<file path="src/rtl/adc_thermometer_decoder.sv">
`default_nettype none
// ============================================================================
// Module   : adc_thermometer_decoder
// Brief    : Flash-ADC thermometer (15b) to binary (4b) decoder with a
//            two-flop synchroniser, optional bubble correction
//            (ADC_BUBBLE_CORRECT_EN), and a valid/ready output that reports
//            overrun and code errors.
// Revision : 1.0 - initial release
// ============================================================================
module adc_thermometer_decoder (
    input  logic        clk,
    input  logic        rst,
    input  logic [14:0] comp_in,
    input  logic        sample_en,
    output logic [3:0]  out_data,
    output logic        out_err,
    output logic        out_valid,
    input  logic        out_ready,
    output logic        overrun,
    input  logic        overrun_clr
);

    localparam int c_nbits = 15;

    logic [14:0] r_sync1;
    logic [14:0] r_sync2;
    logic [14:0] r_a_code;
    logic        r_a_vld;
    logic [14:0] w_corr;
    logic [3:0]  w_count;
    logic        w_err;
    logic        w_load;
    logic        w_drop;
    logic [3:0]  r_out_data;
    logic        r_out_err;
    logic        r_out_valid;
    logic        r_overrun;

`ifdef ADC_BUBBLE_CORRECT_EN
    // Padded so bit -1 reads as 1 and bit 15 reads as 0.
    logic [16:0] w_ext;
    assign w_ext = {1'b0, r_sync2, 1'b1};

    for (genvar gi = 0; gi < c_nbits; gi++) begin : g_maj
        assign w_corr[gi] = (w_ext[gi]   & w_ext[gi+1]) |
                            (w_ext[gi]   & w_ext[gi+2]) |
                            (w_ext[gi+1] & w_ext[gi+2]);
    end
`else
    assign w_corr = r_sync2;
`endif

    always_ff @(posedge clk or posedge rst) begin
        if (rst) begin
            r_sync1  <= '0;
            r_sync2  <= '0;
            r_a_code <= '0;
            r_a_vld  <= 1'b0;
        end else begin
            r_sync1 <= comp_in;
            r_sync2 <= r_sync1;
            r_a_vld <= sample_en;
            if (sample_en) begin
                r_a_code <= w_corr;
            end
        end
    end

    always_comb begin
        w_count = '0;
        for (int i = 0; i < c_nbits; i++) begin
            w_count = w_count + {3'b000, r_a_code[i]};
        end
    end

    // Any 0 sitting below a 1 breaks the thermometer property.
    assign w_err  = |(~r_a_code[13:0] & r_a_code[14:1]);

    assign w_load = r_a_vld & (~r_out_valid | out_ready);
    assign w_drop = r_a_vld & r_out_valid & ~out_ready;

    always_ff @(posedge clk or posedge rst) begin
        if (rst) begin
            r_out_data  <= '0;
            r_out_err   <= 1'b0;
            r_out_valid <= 1'b0;
            r_overrun   <= 1'b0;
        end else begin
            if (w_load) begin
                r_out_data  <= w_count;
                r_out_err   <= w_err;
                r_out_valid <= 1'b1;
            end else if (r_out_valid & out_ready) begin
                r_out_valid <= 1'b0;
            end

            if (w_drop) begin
                r_overrun <= 1'b1;
            end else if (overrun_clr) begin
                r_overrun <= 1'b0;
            end
        end
    end

    assign out_data  = r_out_data;
    assign out_err   = r_out_err;
    assign out_valid = r_out_valid;
    assign overrun   = r_overrun;

endmodule
`default_nettype wire
</file>
<file path="config.mk">
export PLATFORM = sky130hd
export DESIGN_NAME = adc_thermometer_decoder
export DESIGN_NICKNAME = d
export VERILOG_FILES = /design/src/rtl/adc_thermometer_decoder.sv
export SDC_FILE = /design/constraint.sdc
export NUM_CORES = 1
export LEC_CHECK = 0
export CORE_ASPECT_RATIO = 1.4
export CORE_MARGIN = 5
export CORE_UTILIZATION = 30
export DETAILED_ROUTE_END_ITERATION = 7
export GPL_ROUTABILITY_DRIVEN = 0
export GPL_TIMING_DRIVEN = 0
export PLACE_DENSITY_LB_ADDON = 0.2
export SYNTH_ARGS = -nofsm -noshare
export SYNTH_HDL_FRONTEND = slang
export SYNTH_SLANG_ARGS = --single-unit
</file>
<file path="constraint.sdc">
create_clock -name clk -period 5.7 [get_ports clk]
set_input_delay 1.14 -clock clk [delete_from_list [all_inputs] [get_ports clk]]
set_output_delay 1.14 -clock clk [all_outputs]
set_load 0.02 [all_outputs]
</file>
==> metrics.md <==
| Metric | Value |
|---|---|
| Run status | complete, no violations |
| Pwr/cell area | 369 nW/um2 |
| Max-Slew Margin vs Limit | 83.0% |
| Worst vdd ir | 0.121 mV |
| Synth Area in Compound Gates | 7.36% |
| TritonCTS Buffers | 5 |
| RSZ-0062 raised after global routing | false |
| CTS tree | yes |
| Most frequent cells in the layout | 53 x dfrtp_1, 26 x clkdlybuf4s50_1, 21 x inv_1 |
| I/O Buffers | 26 |
| Slew of the pin with the lowest slew margin | 0.253 ns |
| Antenna cells | 0 |
| Commonest non-fill, non-tap cell in the layout | dfrtp_1 |
| Postcts setup bufs | 0 |
| Initial Util | 30.4% |
| Total track usage | 8.79% |
| Post-synthesis mux area share | 1.71% |
| Fin area | 2440 um2 |
| Final min period | 3.69 ns |
| Hold path start | r_sync1[12] |
| Fin crit share | 64.7% |
| Die Area | 8320 um2 |
| Core ar. | 6480 um2 |
| Yosys warnings | 0 |
| Critical Path Fanout Max | 4 |
| Design Power | 901 uW |
| #FFs+latches synth | 53 |
| Hold violation total from the final report | 0 |
| Clk buf depth | 2 |
| GR Overflow Total | 0 |
| Post-CTS sizing | 0 |
| Area growth, synth to finish | 23.8% |
| Clock sink count | 53 |
| Chip width | 78.5 um |
| WHS Path Cells | 0 |
| R2R depth | 9 |
| Initial DRC Count | 31 |
| Cell area after synthesis | 1970 um2 |
| Final core occ | 37.7% |
| Ys async rst share | 100% |
| Largest net degree at the start of global routing | 44 |
| DP HPWL | 2.41 mm |
| Reg-to-reg startpoint | r_a_code[5] |
| Synth cell types | 19 |
| Max Cap Violations | 0 |
| Antenna violations before repair | 0 |
| Clk network pwr share | 24.0% |
| Share of cells above drive strength 1 | 10.4% |
| Int Power | 634 uW |
| Leakage | 1.12 nW |
| Fmax | 0.271 GHz |
| Routed Antenna Nets | 0 |
| First-pass GRT wire length | 5.50 mm |
| Clk_lat worst skew | 0.30 ns |
| RR Endpoint | out_data[2] |
| CTS Root Cell | clkbuf_8 |
| Worst Skew | 0.00661 ns |
| FP Rows | 35 |
| Post-Syn Area per Cell | 13.3 um2 |
| Synthesized instance count | 148 |
| WHS Endpoint | r_sync2[12] |
| Boundary Pins | 27 |
| Synth Area in Adders | 11.4% |
| Worst R2R Setup Slack | 2.01 ns |
| Setup slack after layout | 2.01 ns |
| Sequential fraction of the synthesis area | 67.2% |
| Placed cell areas | 2350 um2 |
| Syn Nets | 180 |
| Synth Area in XOR/XNOR | 0.444% |
| Via count | 1,117 |
| Hold Path Class | flop to flop |
| Nets@finish | 214 |
| H-Tree Depth | 2 |
| Setup violators final | 0 |
| Via density per instance | 4.35 |
| Req. time, crit path | 5.93 ns |
| Logic pwr share | 28.4% |
| Fillers | 639 |
| Clock transition at path regs | 0.09 ns |
| Pins over their slew limit | 0 |
| Worst setup SP type | flop |
| Drt pass-1 iters | 4 |
| Hold-fix buffers, CTS | 0 |
| Kind of critical path | flop to flop |
| Final setup TNS | 0 ns |
| Routed WL | 3.17 mm |
| Reg power frac | 47.6% |
| Vias in the first global route | 1,228 |
| WL per Instance | 12.3 um |
| Setup crit end kind | flop |
| Drc violations | 0 |
| Worst Path Arrival | 3.92 ns |
| Post-synth EDFFs | 0 |
| Post-Synth Simple-Gate Area | 6.91% |
| P_sw | 268 uW |
| Main flop type after synthesis | dfrtp_1 |
| Net Sw Frac | 29.7% |
| Main combinational cell family by area after synthesis | adder cells |
| Setup WS pre-CTS | 1.99 ns |
| Die Y | 106 um |
## through the flow
step                hold WS (ns)  std cells
global route               0.364        257
floorplan                  0.331        148
global placement           0.332        248
detailed placement         0.335        249
finish                     0.346        257
CTS                        0.354        257
## per-layer routing
metal | share of wire, % | vias to the layer above | wire length, um | track usage (%)
met5 | 0 | - | 0 | 0
met3 | 3.8 | 7 | 119 | 2.63
met4 | 2.3 | 0 | 73 | 4.88
met2 | 55 | 25 | 1760 | 15.6
li1 | - | 527 | - | -
met1 | 38 | 558 | 1220 | 9.13
## power by group through the flow
stage                     Combinational (mW)  Clock, mW  Sequential (mW)
final                                  0.256      0.216            0.429
after global routing                   0.292      0.239            0.436
after detailed placement               0.263          0            0.438
after floorplan                        0.158          0            0.452
after global placement                 0.247          0            0.436
after CTS                              0.264      0.226            0.431
## how the worst max path moves through the flow
stage	depth (start not counted)	startpoint	to	slack [ns]
final	9	r_a_code[5]	out_data[2]	2.01
after global routing	9	r_a_code[5]	out_data[2]	1.93
after CTS	9	r_a_code[5]	out_data[2]	1.98
after detailed placement	9	r_a_code[5]	out_data[2]	1.99
after global placement	9	r_a_code[5]	out_data[2]	2.07
after floorplan	9	r_a_code[5]	out_data[2]	2.22
## synthesized netlist by cell type (2+ instances only)
cell type | n | area, um2
nand2b_1 | 3 | 18.8
o21ai_0 | 16 | 80.1
fa_1 | 10 | 200
inv_1 | 22 | 82.6
ha_1 | 2 | 25.0
buf_2 | 3 | 15.0
dfrtp_1 | 53 | 1330
nand2_1 | 17 | 63.8
a21oi_1 | 6 | 30.0
o22ai_1 | 3 | 18.8
mux2_2 | 3 | 33.8
nor2_1 | 3 | 11.3
## kinds of logic (layout without fill, tap and decap cells)
logic type / count (synthesis) / after routing
simple gates: 27 / 27
mux: 3 / 3
buf+inv: 25 / 60
fa+ha+maj: 12 / 12
xor+xnor: 1 / 1
compound gates: 27 / 27
flops: 53 / 53
## worst max-delay path: stages, from the launching register on
cell     delay (ns)
dfrtp_1        0.46
fa_1           0.56
inv_1          0.05
fa_1           0.47
fa_1           0.54
fa_1           0.43
fa_1           0.43
fa_1           0.39
xor2_1         0.15
o21ai_0        0.13
## sequential cells by signal (all words and copies together) (netlist names)
name       cells
out_data       4
out_err        1
out_valid      1
overrun        1
r_a_code      15
r_a_vld        1
r_sync1       15
r_sync2       15
## final cells by class
type / instances / area, um2 / area share, %
multi-input combinational: 70 / 549 / 22.5
tap: 74 / 92.6 / 3.79
buffer: 3 / 15.0 / 0.615
clock buffer: 6 / 82.6 / 3.38
sequential: 53 / 1330 / 54.3
clock inverter: 2 / 13.8 / 0.564
timing repair buffer: 27 / 280 / 11.5
inverter: 22 / 82.6 / 3.38
Note: power is estimated with default switching activity, not from simulation.
